==> config.mk <==
export PLATFORM = sky130hd
export DESIGN_NAME = sram_arb
export DESIGN_NICKNAME = d
export VERILOG_FILES = /design/src/rtl/sram_arb.sv
export SDC_FILE = /design/constraint.sdc
export NUM_CORES = 1
export LEC_CHECK = 0
export BUFFER_PORTS_ARGS = -buffer_cell sky130_fd_sc_hd__buf_2
export CAP_MARGIN = 25
export CORE_UTILIZATION = 52
export CTS_BUF_LIST = sky130_fd_sc_hd__clkbuf_8
export DETAILED_ROUTE_END_ITERATION = 6
export GPL_TIMING_DRIVEN = 0
export PLACE_DENSITY = 0.87
export SETUP_SLACK_MARGIN = 0.5
export SLEW_MARGIN = 20
export SYNTH_ARGS = -nofsm -noshare
export SYNTH_HDL_FRONTEND = slang
export SYNTH_SLANG_ARGS = --single-unit
==> constraint.sdc <==
create_clock -name CLK -period 6.75 [get_ports CLK]
set_clock_uncertainty 0.2 [all_clocks]
set_input_delay 1.0125 -clock CLK [delete_from_list [all_inputs] [get_ports CLK]]
set_output_delay 1.0125 -clock CLK [all_outputs]
set_load 0.02 [all_outputs]
==> src/rtl/sram_arb.sv <==
// Single-port async SRAM arbiter/sequencer: MEM has fixed priority over IF, registered strobes, WAIT_CYCLES wait states.
// Optional one-entry fetch buffer is compiled in when SRAM_ARB_IBUF_EN is defined.
module sram_arb #(
    parameter int unsigned ADDR_W      = 20,
    parameter int unsigned WAIT_CYCLES = 1
) (
    input  logic              CLK,
    input  logic              RST,
    input  logic              IF_REQ,
    input  logic [31:0]       IF_ADDR,
    output logic [31:0]       IF_RDATA,
    output logic              IF_ACK,
    input  logic              MEM_REQ,
    input  logic              MEM_WE,
    input  logic [31:0]       MEM_ADDR,
    input  logic [31:0]       MEM_WDATA,
    input  logic [3:0]        MEM_BE,
    output logic [31:0]       MEM_RDATA,
    output logic              MEM_ACK,
    output logic              STALL_REQ,
    output logic [ADDR_W-1:0] SRAM_ADDR,
    output logic [31:0]       SRAM_WDATA,
    output logic              SRAM_DATA_OE,
    input  logic [31:0]       SRAM_RDATA,
    output logic              SRAM_CE_N,
    output logic              SRAM_OE_N,
    output logic              SRAM_WE_N,
    output logic [3:0]        SRAM_BE_N
);
    localparam int unsigned WCNT_W  = 4;
    localparam int unsigned WADDR_W = 30;

    typedef enum logic [1:0] {IDLE, RD, WR, DONE} state_t;

    state_t             state_q, state_d;
    logic [WCNT_W-1:0]  wcnt_q, wcnt_d;
    logic               gnt_mem_q, gnt_mem_d;
    logic               we_q, we_d;
    logic [3:0]         be_q, be_d;
    logic [WADDR_W-1:0] addr_q, addr_d;
    logic [31:0]        wdata_q, wdata_d;
    logic [31:0]        if_rdata_q, if_rdata_d;
    logic [31:0]        mem_rdata_q, mem_rdata_d;
    logic               if_ack_q, if_ack_d;
    logic               mem_ack_q, mem_ack_d;
    logic               ce_n_q, ce_n_d;
    logic               oe_n_q, oe_n_d;
    logic               we_n_q, we_n_d;
    logic               doe_q, doe_d;
    logic [3:0]         be_n_q, be_n_d;
    logic               unused_bits;

`ifdef SRAM_ARB_IBUF_EN
    logic               ibuf_valid_q, ibuf_valid_d;
    logic [WADDR_W-1:0] ibuf_addr_q, ibuf_addr_d;
    logic [31:0]        ibuf_data_q, ibuf_data_d;
    logic               ibuf_hit;

    assign ibuf_hit = IF_REQ & ~MEM_REQ & ibuf_valid_q & (IF_ADDR[31:2] == ibuf_addr_q);
`endif

    // Next state, latched request fields, and the strobe values for the next cycle
    always_comb begin
        state_d     = state_q;
        wcnt_d      = wcnt_q;
        gnt_mem_d   = gnt_mem_q;
        we_d        = we_q;
        be_d        = be_q;
        addr_d      = addr_q;
        wdata_d     = wdata_q;
        if_rdata_d  = if_rdata_q;
        mem_rdata_d = mem_rdata_q;
`ifdef SRAM_ARB_IBUF_EN
        ibuf_valid_d = ibuf_valid_q;
        ibuf_addr_d  = ibuf_addr_q;
        ibuf_data_d  = ibuf_data_q;
`endif
        case (state_q)
            IDLE: begin
                if (MEM_REQ) begin
                    state_d   = MEM_WE ? WR : RD;
                    gnt_mem_d = 1'b1;
                    we_d      = MEM_WE;
                    be_d      = MEM_BE;
                    addr_d    = MEM_ADDR[31:2];
                    wdata_d   = MEM_WDATA;
                    wcnt_d    = WCNT_W'(WAIT_CYCLES);
`ifdef SRAM_ARB_IBUF_EN
                    if (MEM_WE && (MEM_ADDR[31:2] == ibuf_addr_q))
                        ibuf_valid_d = 1'b0;
`endif
                end
`ifdef SRAM_ARB_IBUF_EN
                else if (ibuf_hit) begin
                    state_d    = DONE;
                    gnt_mem_d  = 1'b0;
                    we_d       = 1'b0;
                    if_rdata_d = ibuf_data_q;
                end
`endif
                else if (IF_REQ) begin
                    state_d   = RD;
                    gnt_mem_d = 1'b0;
                    we_d      = 1'b0;
                    be_d      = 4'b1111;
                    addr_d    = IF_ADDR[31:2];
                    wcnt_d    = WCNT_W'(WAIT_CYCLES);
                end
            end
            RD: begin
                if (wcnt_q != '0) begin
                    wcnt_d = wcnt_q - WCNT_W'(1);
                end else begin
                    state_d = DONE;
                    if (gnt_mem_q) begin
                        mem_rdata_d = SRAM_RDATA;
                    end else begin
                        if_rdata_d = SRAM_RDATA;
`ifdef SRAM_ARB_IBUF_EN
                        ibuf_valid_d = 1'b1;
                        ibuf_addr_d  = addr_q;
                        ibuf_data_d  = SRAM_RDATA;
`endif
                    end
                end
            end
            WR: begin
                if (wcnt_q != '0) wcnt_d = wcnt_q - WCNT_W'(1);
                else              state_d = DONE;
            end
            DONE:    state_d = IDLE;
            default: state_d = IDLE;
        endcase

        ce_n_d = 1'b1;
        oe_n_d = 1'b1;
        we_n_d = 1'b1;
        be_n_d = 4'b1111;
        doe_d  = 1'b0;
        case (state_d)
            RD: begin
                ce_n_d = 1'b0;
                oe_n_d = 1'b0;
                be_n_d = 4'b0000;
            end
            WR: begin
                ce_n_d = 1'b0;
                we_n_d = 1'b0;
                be_n_d = ~be_d;
                doe_d  = 1'b1;
            end
            DONE: begin
                // Write hold cycle: WE_N already high, bus still driven
                if (we_d) begin
                    ce_n_d = 1'b0;
                    be_n_d = ~be_d;
                    doe_d  = 1'b1;
                end
            end
            default: ;
        endcase

        if_ack_d  = (state_d == DONE) && !gnt_mem_d;
        mem_ack_d = (state_d == DONE) &&  gnt_mem_d;
    end

    always_ff @(posedge CLK) begin
        if (RST) begin
            state_q     <= IDLE;
            wcnt_q      <= '0;
            gnt_mem_q   <= 1'b0;
            we_q        <= 1'b0;
            be_q        <= '0;
            addr_q      <= '0;
            wdata_q     <= '0;
            if_rdata_q  <= '0;
            mem_rdata_q <= '0;
            if_ack_q    <= 1'b0;
            mem_ack_q   <= 1'b0;
            ce_n_q      <= 1'b1;
            oe_n_q      <= 1'b1;
            we_n_q      <= 1'b1;
            be_n_q      <= 4'b1111;
            doe_q       <= 1'b0;
        end else begin
            state_q     <= state_d;
            wcnt_q      <= wcnt_d;
            gnt_mem_q   <= gnt_mem_d;
            we_q        <= we_d;
            be_q        <= be_d;
            addr_q      <= addr_d;
            wdata_q     <= wdata_d;
            if_rdata_q  <= if_rdata_d;
            mem_rdata_q <= mem_rdata_d;
            if_ack_q    <= if_ack_d;
            mem_ack_q   <= mem_ack_d;
            ce_n_q      <= ce_n_d;
            oe_n_q      <= oe_n_d;
            we_n_q      <= we_n_d;
            be_n_q      <= be_n_d;
            doe_q       <= doe_d;
        end
    end

`ifdef SRAM_ARB_IBUF_EN
    always_ff @(posedge CLK) begin
        if (RST) begin
            ibuf_valid_q <= 1'b0;
            ibuf_addr_q  <= '0;
            ibuf_data_q  <= '0;
        end else begin
            ibuf_valid_q <= ibuf_valid_d;
            ibuf_addr_q  <= ibuf_addr_d;
            ibuf_data_q  <= ibuf_data_d;
        end
    end
`endif

    assign IF_RDATA     = if_rdata_q;
    assign IF_ACK       = if_ack_q;
    assign MEM_RDATA    = mem_rdata_q;
    assign MEM_ACK      = mem_ack_q;
    assign SRAM_ADDR    = addr_q[ADDR_W-1:0];
    assign SRAM_WDATA   = wdata_q;
    assign SRAM_DATA_OE = doe_q;
    assign SRAM_CE_N    = ce_n_q;
    assign SRAM_OE_N    = oe_n_q;
    assign SRAM_WE_N    = we_n_q;
    assign SRAM_BE_N    = be_n_q;

    // Stall while any requester is still waiting for its acknowledge
    assign STALL_REQ = (IF_REQ & ~if_ack_q) | (MEM_REQ & ~mem_ack_q);

    assign unused_bits = ^{IF_ADDR[1:0], MEM_ADDR[1:0], addr_q};

endmodule

==> key figures, run 1 <==
Synth
  – Post-synth top area share: 47.7%
  – YS warnings: 0
  – Syn avg cell area: 9.77 µm²
  – FF+latch count, synth: 138
  – FFs w/ async S/R, synth: 0%
  – Top FF cell, synth: dfxtp_1
  – Post-synth top area cell: dfxtp_1
  – Cell area after synthesis: 5790 µm²
  – Synth area leaders: dfxtp_1, mux2i_1, nand2b_1
  – Post-synth EDFFs: 0
  – Synth Instances: 593
  – Seq/Total Area, Yosys: 47.7%
  – Netlist cell types: 41
  – Syn nets: 740

Floorplanning
  – Starting Density: 53.4%
  – Die X: 108 µm
  – Io pins: 264
  – Die ar.: 11,600 µm²
  – Die height: 108 µm
  – Site Rows: 38
  – Core area: 10,800 µm²

STA
  – Period utilization: 46.9%
  – Max Clock Freq: 316 MHz
  – RSZ-0062 raised after global routing: no
  – Fin crit period: 3160 ps
  – Max-slew violations: 0
  – Relative slew slack: 43.0%
  – Final Hold Viols: 0
  – Setup TNS: 0 ps
  – Final setup vio count: 0
  – Least-Margin Pin Slew: 847 ps

Critical path
  – Largest fanout on the critical path: 6
  – Crit path arrival time: 3250 ps
  – Critical Path RT: 6830 ps
  – CP Capture Type: flip-flop
  – Delay of the slowest cell on the worst path: 760 ps
  – CP max-delay cell: nor4_1
  – Critical path cell sequence: inv_1 > ha_1 > and4bb_2 > o22ai_1 > inv_1 > ha_1 > nor4_1 > a211oi_1
  – Setup CP Type: flip-flop to flip-flop
  – CP startpoint kind: flip-flop

Placed design
  – Dpl cells: 971
  – RePlAce Congestion: 0.801
  – DP Wirelength: 11,000 µm
  – Count of input and output buffers: 238

Clock network
  – Post-CTS sizing: 0
  – Postcts setup bufs: 0
  – Hold buffers post-CTS: 0
  – H-tree Lvls: 4
  – Num CTS Buffers: 17
  – Clk sinks: 138
  – Worst-Skew Late Latency: 440 ps
  – Clk buf depth: 2
  – Clock root cell: clkbuf_8
  – CTS tree: built
  – Clock-pin transition on the worst setup and hold timing paths: 80 ps

Layout
  – Final #Nets: 997
  – Layout Cells excl Fill: 1,002
  – Reg area: 2760 µm²
  – Fillers: 886
  – Most frequent cells in the layout: buf_2, dfxtp_1, nand2b_1, mux2i_1, nand2_1
  – Most common cell after layout, fill and taps aside: buf_2
  – Area Growth Syn to Fin: 30.1%
  – Diode count: 0
  – Layout cells sized above 1: 35.4%
  – Multi-input logic area: 2740 µm²

GRT
  – Initial antenna violation count: 0
  – Largest net degree at the start of global routing: 17
  – GRT overflow: 0
  – GRT Total Usage: 25.8%
  – First-pass GRT wire length: 23,100 µm
  – Vias in the first global route: 4,864

Route
  – Drt drc: 0
  – Wire length per cell: 14.6 µm
  – Antenna viol nets, final: 0
  – Via density: 5.05
  – Total wire length: 14,700 µm
  – Initial drt markers: 230
  – DR vias: 5,059
  – Drt first pass iters: 5

Worst hold path
  – Min-Delay Path Class: flip-flop to flip-flop

Pwr
  – Peak VDD IR: 0.247 mV
  – Pwr/cell area: 379 nW/µm²
  – Leak Pwr: 3.70 nW

Run status
  – Status: finished, final reports clean

Flow run
  – Maxcap violations: 0
==> flip-flops by register name (all words and copies together) (netlist names) <==
name,flops
SRAM_OE_N,1
addr_q,20
SRAM_BE_N,4
SRAM_WDATA,32
state_q,2
gnt_mem_q,1
IF_RDATA,32
SRAM_DATA_OE,1
MEM_RDATA,32
be_q,4
wcnt_q,4
SRAM_CE_N,1
we_q,1
IF_ACK,1
MEM_ACK,1
SRAM_WE_N,1
==> stage by stage <==
step	worst slack (ps)	instance area, µm²	utilization [%]	power, mW	hold slack (ps)
2_1_floorplan	3770	5790	-	1.88	252
3_3_place_gp	3290	7160	66.0	2.20	239
3_5_place_dp	3330	7160	66.0	2.23	243
4_1_cts	3630	7530	69.5	2.87	254
5_1_grt	3370	7530	69.5	3.02	269
6_report	3590	7530	69.5	2.85	252
==> synth_stat cells (all sizes together), types with 2 or more instances <==
library cell and n:
a21o 2, dfxtp 138, nand2b 98, nor3 2
nand3 2, mux2i 84, a22o 2, o21ai 3
nor2b 2, a21oi 35, o22ai 6, nand2 67
inv 11, or3 3, and2 2, nor3b 4
buf 25, a221oi 2, clkbuf 18, ha 10
a211oi 25, o221a 8, nor2 30, o32ai 3
==> power by group <==
group          total [mW]  switching (mW)  internal [mW]
clock               0.636           0.304          0.333
sequential           1.08          0.0903          0.989
combinational        1.14           0.691          0.447
total                2.85            1.08           1.77
==> metal layers <==
metal,up-vias,part of all wire [%],GRT usage (%)
li1,2520,-,-
met5,-,0,0
met3,19,8.4,8.41
met2,210,49,45.1
met1,2310,41,29.2
met4,0,1.6,9.30
==> path summary, 6_finish.rpt <==
path                                                  from                    endpoint  slack, ps  cells past startpoint
worst min register to register  SRAM_WDATA[1]$_SDFFE_PP0P_  SRAM_WDATA[1]$_SDFFE_PP0P_        250                      2
worst max register to register       state_q[0]$_SDFF_PP0_     SRAM_BE_N[0]$_SDFF_PP1_       3590                      8
worst max-delay path                 state_q[0]$_SDFF_PP0_     SRAM_BE_N[0]$_SDFF_PP1_       3590                      8
worst min-delay path            SRAM_WDATA[1]$_SDFFE_PP0P_  SRAM_WDATA[1]$_SDFFE_PP0P_        250                      2
==> critical path, delay by kind of cell (launching register included) <==
family | cells | cell delay (ps)
AOI/OAI and AO/OA | 2 | 500
adders and majority gates | 2 | 660
buffers and inverters | 2 | 220
DFF | 1 | 390
and+or+nand+nor | 2 | 1020
==> final cells by class <==
class | count | area share, %
plain buffers | 43 | 3.31
clock buffers | 22 | 4.02
clock inverters | 9 | 0.963
inverters | 11 | 0.548
multi-input cells | 401 | 36.4
flip-flops and latches | 138 | 36.7
well taps | 140 | 2.33
repair buffers | 238 | 15.8
==> kinds of logic (layout without fill, tap and decap cells) <==
family / count (synthesis) / in the layout / share of synthesized area, %
AO/OA/AOI/OAI: 89 / 89 / 10.8
adder cells (fa/ha/maj): 10 / 10 / 2.16
buffers and inverters: 54 / 323 / 5.01
flip-flops: 138 / 138 / 47.7
multiplexers: 84 / 84 / 14.5
AND/OR/NAND/NOR: 218 / 218 / 19.9
(Power assumes the default switching activity.)
==> run 2, diff against run 1 <==
- CORE_UTILIZATION: 52 -> 49
- PLACE_DENSITY: 0.87 -> 0.83
- clock period: 6.75 -> 3.3 ns (I/O delays scaled with it)
==> run 2 against run 1 <==
  * Utilization is 3.0 points lower
  * Via count is 0.93% lower
  * Cell count is 0.40% higher
  * Clock power is 130% higher
  * Critical path depth stayed put
  * Non-clock buffer count stayed put
  * Sequential share of layout area is 0.45 points lower
  * Critical path type unchanged
  * Largest cell class is now multi-input combinational cells
==> key figures, run 2 (synthesis results as in run 1) <==
Run status
  – Status: finished, final reports clean

Critical path
  – Setup CP Type: flip-flop to flip-flop
  – Critical Path RT: 3410 ps (-3420 ps)
  – CP startpoint kind: flip-flop
  – CP Capture Type: flip-flop
  – Crit path arrival time: 2760 ps (-490 ps)
  – Largest fanout on the critical path: 6 (unchanged)

Worst hold path
  – Min-Delay Path Class: primary input to flip-flop

STA
  – RSZ-0062 raised after global routing: no
  – Relative slew slack: 65.0% (+22 points)
  – Setup TNS: 0 ps (unchanged)
  – Worst hold slack: 83.0 ps (-169 ps)
  – Final setup vio count: 0 (unchanged)
  – Final Hold Viols: 0 (unchanged)
  – Max-slew violations: 0 (unchanged)
  – Period utilization: 80.3% (+33 points)
  – Fin crit period: 2650 ps (-514 ps)
  – Max Clock Freq: 377 MHz (+19%)
  – Least-Margin Pin Slew: 524 ps (-323 ps)

Floorplanning
  – Site Rows: 39 (+2.6%)
  – Die ar.: 12,300 µm² (+6.0%)
  – Die X: 111 µm (+3.0%)
  – Starting Density: 50.5% (-2.9 points)
  – Die height: 111 µm (+3.0%)
  – Core area: 11,500 µm² (+5.8%)
  – Io pins: 264 (unchanged)

Clock network
  – Clock-pin transition on the worst setup and hold timing paths: 80 ps (about the same)
  – Postcts setup bufs: 0 (unchanged)
  – Clock root cell: clkbuf_8
  – Hold buffers post-CTS: 0 (unchanged)
  – Worst-Skew Late Latency: 440 ps (about the same)
  – H-tree Lvls: 4 (unchanged)
  – Clk sinks: 138 (unchanged)
  – Clk buf depth: 2 (unchanged)
  – Num CTS Buffers: 17 (unchanged)
  – CTS tree: built

Layout
  – Layout cells sized above 1: 36.2% (+0.77 points)
  – Diode count: 0 (unchanged)
  – Most frequent cells in the layout: buf_2, dfxtp_1, nand2b_1, mux2i_1, nand2_1
  – Post-route cell area: 7630 µm² (+1.2%)
  – Most common cell after layout, fill and taps aside: buf_2
  – Area Growth Syn to Fin: 31.7%
  – Final #Nets: 997 (unchanged)
  – Post-layout util: 66.5% (-3.0 points)

GRT
  – GRT overflow: 0 (unchanged)
  – First-pass GRT wire length: 23,700 µm (+2.7%)
  – Vias in the first global route: 4,859 (-0.10%)
  – Largest net degree at the start of global routing: 17 (unchanged)
  – Initial antenna violation count: 0 (unchanged)
  – GRT Total Usage: 24.4% (-1.4 points)

Pwr
  – Pwr/cell area: 794 nW/µm² (+110%)
  – Leak Pwr: 3.72 nW (+0.44%)
  – Peak VDD IR: 0.540 mV (+120%)

Placed design
  – Area post-placement: 7160 µm² (about the same)
  – Count of input and output buffers: 238 (unchanged)
  – RePlAce Congestion: 0.781 (-2.5%)
  – DP Wirelength: 10,800 µm (-1.6%)

Route
  – Antenna viol nets, final: 0 (unchanged)
  – Drt drc: 0 (unchanged)
  – Via density: 4.98 (-1.3%)
  – Total wire length: 14,600 µm (about the same)
  – Wire length per cell: 14.6 µm (-0.42%)
  – Drt first pass iters: 6 (+1)
  – DR vias: 5,012 (-0.93%)
  – Initial drt markers: 264 (+15%)

Flow run
  – Maxcap violations: 0 (unchanged)
[run 2: changes by cell type in the layout (fill, tap and decap cells not counted), sizes merged]
cell | before | now
bufinv | 1 | 3
inv | 13 | 11
clkinvlp | 2 | 3
clkinv | 4 | 6
clkbuf | 40 | 38
[run 2: final timing paths]
path                               startpoint                           to  slack [ps]  cells after the start
hold / removal                   MEM_WDATA[7]   SRAM_WDATA[7]$_SDFFE_PP0P_          80                      3
setup reg to reg        state_q[0]$_SDFF_PP0_      SRAM_BE_N[3]$_SDFF_PP1_         650                      8
hold reg to reg   SRAM_WDATA[28]$_SDFFE_PP0P_  SRAM_WDATA[28]$_SDFFE_PP0P_         250                      2
setup / recovery        state_q[0]$_SDFF_PP0_      SRAM_BE_N[3]$_SDFF_PP1_         650                      8
[run 2: metrics by stage]
stage / cells / setup slack (ps) / power [mW]
floorplan: 593 / 625 / 3.85
global placement: 974 / 244 / 4.51
detailed placement: 974 / 146 / 4.54
CTS: 1006 / 541 / 6.04
global route: 1006 / 500 / 6.41
finish: 1006 / 650 / 6.05
[run 2: per-layer routing]
layer / global-route usage [%] / vias to the layer above / routed length (µm)
met3: 8.15 / 14 / 1040
met2: 41.6 / 187 / 7150
met5: 0 / - / 0
met4: 8.00 / 0 / 161
li1: - / 2529 / -
met1: 28.9 / 2282 / 6300
[run 2: worst max-delay path: stages, from the launching register on]
cell	delay [ps]
dfxtp_1	380
inv_1	100
ha_1	380
and4bb_2	290
o22ai_4	230
inv_1	100
ha_1	270
nor4_4	450
a211oi_1	110
[run 2: report_power, final]
group	switching [mW]	internal, mW
Clock	0.645	0.801
Sequential	0.180	2.02
Combinational	1.45	0.954
[run 2: what timing repair did]
item	CTS	global route
endpoints found under the hold margin	0	0
resized for setup	4	3
setup endpoints to repair	4	4
pin swaps	0	2
[run 2: final cells by class]
cell class	instances	area (µm²)
multi-input combinational	401	2780
buffer	43	249
fill	970	3840
clock inverter	12	146
clock buffer	20	275
sequential	138	2760
tap	143	179
inverter	11	41.3
timing repair buffer	238	1190
==> run 3, diff against run 2 <==
- clock period: 3.3 -> 2.6 ns (I/O delays scaled with it)
==> run 3 against run 2 <==
  * Critical endpoint unchanged
  * Maximum frequency up 17%
  * Routed wire length up 8.6%
  * Flip-flop and latch count unchanged
  * Largest power group unchanged
  * Non-clock buffer count up 47
  * Die area unchanged
  * Total power up 33%
  * Largest cell class unchanged
  * Critical path type unchanged
==> key figures, run 3 (synthesis results as in run 1) <==
Run status
  – Status: finished, final reports clean

Clock network
  – CTS tree: built
  – Num CTS Buffers: 17 (unchanged)
  – Worst-Skew Late Latency: 440 ps (about the same)
  – Clock-pin transition on the worst setup and hold timing paths: 80 ps (about the same)
  – Clk buf depth: 2 (unchanged)
  – Clock root cell: clkbuf_8
  – Clk sinks: 138 (unchanged)
  – H-tree Lvls: 4 (unchanged)

Critical path
  – Worst r2r src: state_q[0]$_SDFF_PP0_
  – CP startpoint kind: flip-flop
  – Worst R2R End: SRAM_BE_N[3]$_SDFF_PP1_
  – Setup CP Type: flip-flop to flip-flop
  – Reg2reg setup slack: 340 ps (-310 ps)
  – Critical Path RT: 2720 ps (-690 ps)
  – R2R depth: 9 (+1)
  – CP Capture Type: flip-flop
  – CP startpoint: state_q[0]$_SDFF_PP0_
  – Largest fanout on the critical path: 6 (unchanged)
  – Worst Setup EP: SRAM_BE_N[3]$_SDFF_PP1_
  – Crit path arrival time: 2380 ps (-380 ps)

Pwr
  – Leak Pwr: 3.94 nW (+5.9%)
  – Pwr/cell area: 987 nW/µm² (+24%)
  – Total power: 8.02 mW (+33%)
  – Peak VDD IR: 0.562 mV (+4.0%)

Layout
  – Layout cells sized above 1: 36.7% (+0.55 points)
  – Post-route cell area: 8130 µm² (+6.6%)
  – Diode count: 0 (unchanged)
  – Most common cell after layout, fill and taps aside: buf_2
  – Final #Nets: 1,044 (+4.7%)
  – Layout Cells excl Fill: 1,053 (+4.7%)
  – Post-layout util: 70.9% (+4.4 points)
  – Most frequent cells in the layout: buf_2, dfxtp_1, nand2b_1, mux2i_1, nand2_1
  – Area Growth Syn to Fin: 40.4%

GRT
  – GRT overflow: 0 (unchanged)
  – First-pass GRT wire length: 26,100 µm (+10%)
  – Initial antenna violation count: 0 (unchanged)
  – GRT Total Usage: 26.7% (+2.2 points)
  – Largest net degree at the start of global routing: 17 (unchanged)
  – Vias in the first global route: 5,287 (+8.8%)

STA
  – Fin crit period: 2260 ps (-394 ps)
  – Setup TNS: 0 ps (unchanged)
  – Max-slew violations: 0 (unchanged)
  – Least-Margin Pin Slew: 595 ps (+70.5 ps)
  – Relative slew slack: 60.3% (-4.7 points)
  – Period utilization: 86.8% (+6.5 points)
  – RSZ-0062 raised after global routing: yes
  – Final setup vio count: 0 (unchanged)
  – Max Clock Freq: 443 MHz (+17%)
  – Final Hold Viols: 0 (unchanged)

Placed design
  – Area post-placement: 7240 µm² (+1.2%)
  – Dpl cells: 974 (unchanged)
  – DP Wirelength: 10,700 µm (-1.1%)
  – Count of input and output buffers: 238 (unchanged)
  – RePlAce Congestion: 0.796 (+1.9%)

Route
  – DR WL met3: 1090 µm (+4.5%)
  – Via density: 5.03 (+0.87%)
  – Initial drt markers: 271 (+2.7%)
  – Wire length per cell: 15.1 µm (+3.8%)
  – Drt drc: 0 (unchanged)
  – Total wire length: 15,900 µm (+8.6%)
  – DR top layer: met4
  – DR vias: 5,292 (+5.6%)
  – Antenna viol nets, final: 0 (unchanged)
  – Drt first pass iters: 5 (-1)
  – DR WL met2: 7840 µm (+9.8%)
  – DRT met1 WL: 6640 µm (+5.3%)

Worst hold path
  – Hold Startpoint: SRAM_RDATA[24]
  – Min-Delay Path Class: primary input to flip-flop

Floorplanning
  – Io pins: 264 (unchanged)
  – Die height: 111 µm (unchanged)
  – Starting Density: 50.5% (unchanged)
  – Die X: 111 µm (unchanged)
  – Core area: 11,500 µm² (unchanged)
  – Die ar.: 12,300 µm² (unchanged)
  – Site Rows: 39 (unchanged)

Flow run
  – Maxcap violations: 0 (unchanged)
run 3: what timing repair did:
action,4_1_cts,5_1_grt
endpoints found under the hold margin,37,0
hold buffers,37,0
endpoints found under the setup margin,6,22
setup buffers,7,3
gates cloned,0,0
resized for setup,8,10
pin swaps,5,3
run 3: worst max-delay path, cell delays in order (launching register included):
cell and delay (ps):
dfxtp_2 360, inv_4 60, ha_4 250, and4bb_2 260, o22ai_4 200, inv_2 80
ha_4 180, nor3_4 260, o221a_2 250, a211oi_2 40
run 3: area by class of cell:
type,count,area [µm²]
plain buffers,43,249
clock buffers,17,234
clock inverters,15,145
fillers,865,3330
inverters,11,46.3
multi-input cells,401,2870
flip-flops and latches,138,2770
well taps,143,179
repair buffers,285,1640
run 3: worst min path at each step:
stage	endpoint	slack (ps)	depth (start not counted)
after global routing	MEM_RDATA[12]$_SDFFE_PP0P_	20	3
after global placement	SRAM_WDATA[28]$_SDFFE_PP0P_	240	2
after CTS	IF_RDATA[18]$_SDFFE_PP0P_	4	3
after detailed placement	SRAM_WDATA[13]$_SDFFE_PP0P_	240	2
final	MEM_RDATA[24]$_SDFFE_PP0P_	30	3
after floorplan	SRAM_DATA_OE$_SDFF_PP0_	250	2
run 3: power breakdown:
| part | internal [mW] | switching, mW | leakage (nW) |
|---|---|---|---|
| clock | 0.917 | 0.781 | 0.216 |
| combinational | 1.51 | 2.00 | 2.59 |
| sequential | 2.57 | 0.243 | 1.13 |
| total | 5.00 | 3.02 | 3.94 |
run 3: routing by layer:
metal	track usage, %	vias up
li1	-	2622
met1	31.2	2392
met2	46.2	248
met3	6.94	30
met4	11.0	0
met5	0	-
run 3: stage by stage:
stage,setup slack [ps],hold WS [ps]
global placement,255,239
detailed placement,252,245
global route,282,20.4
CTS,351,3.58
finish,344,31.0
floorplan,476,252
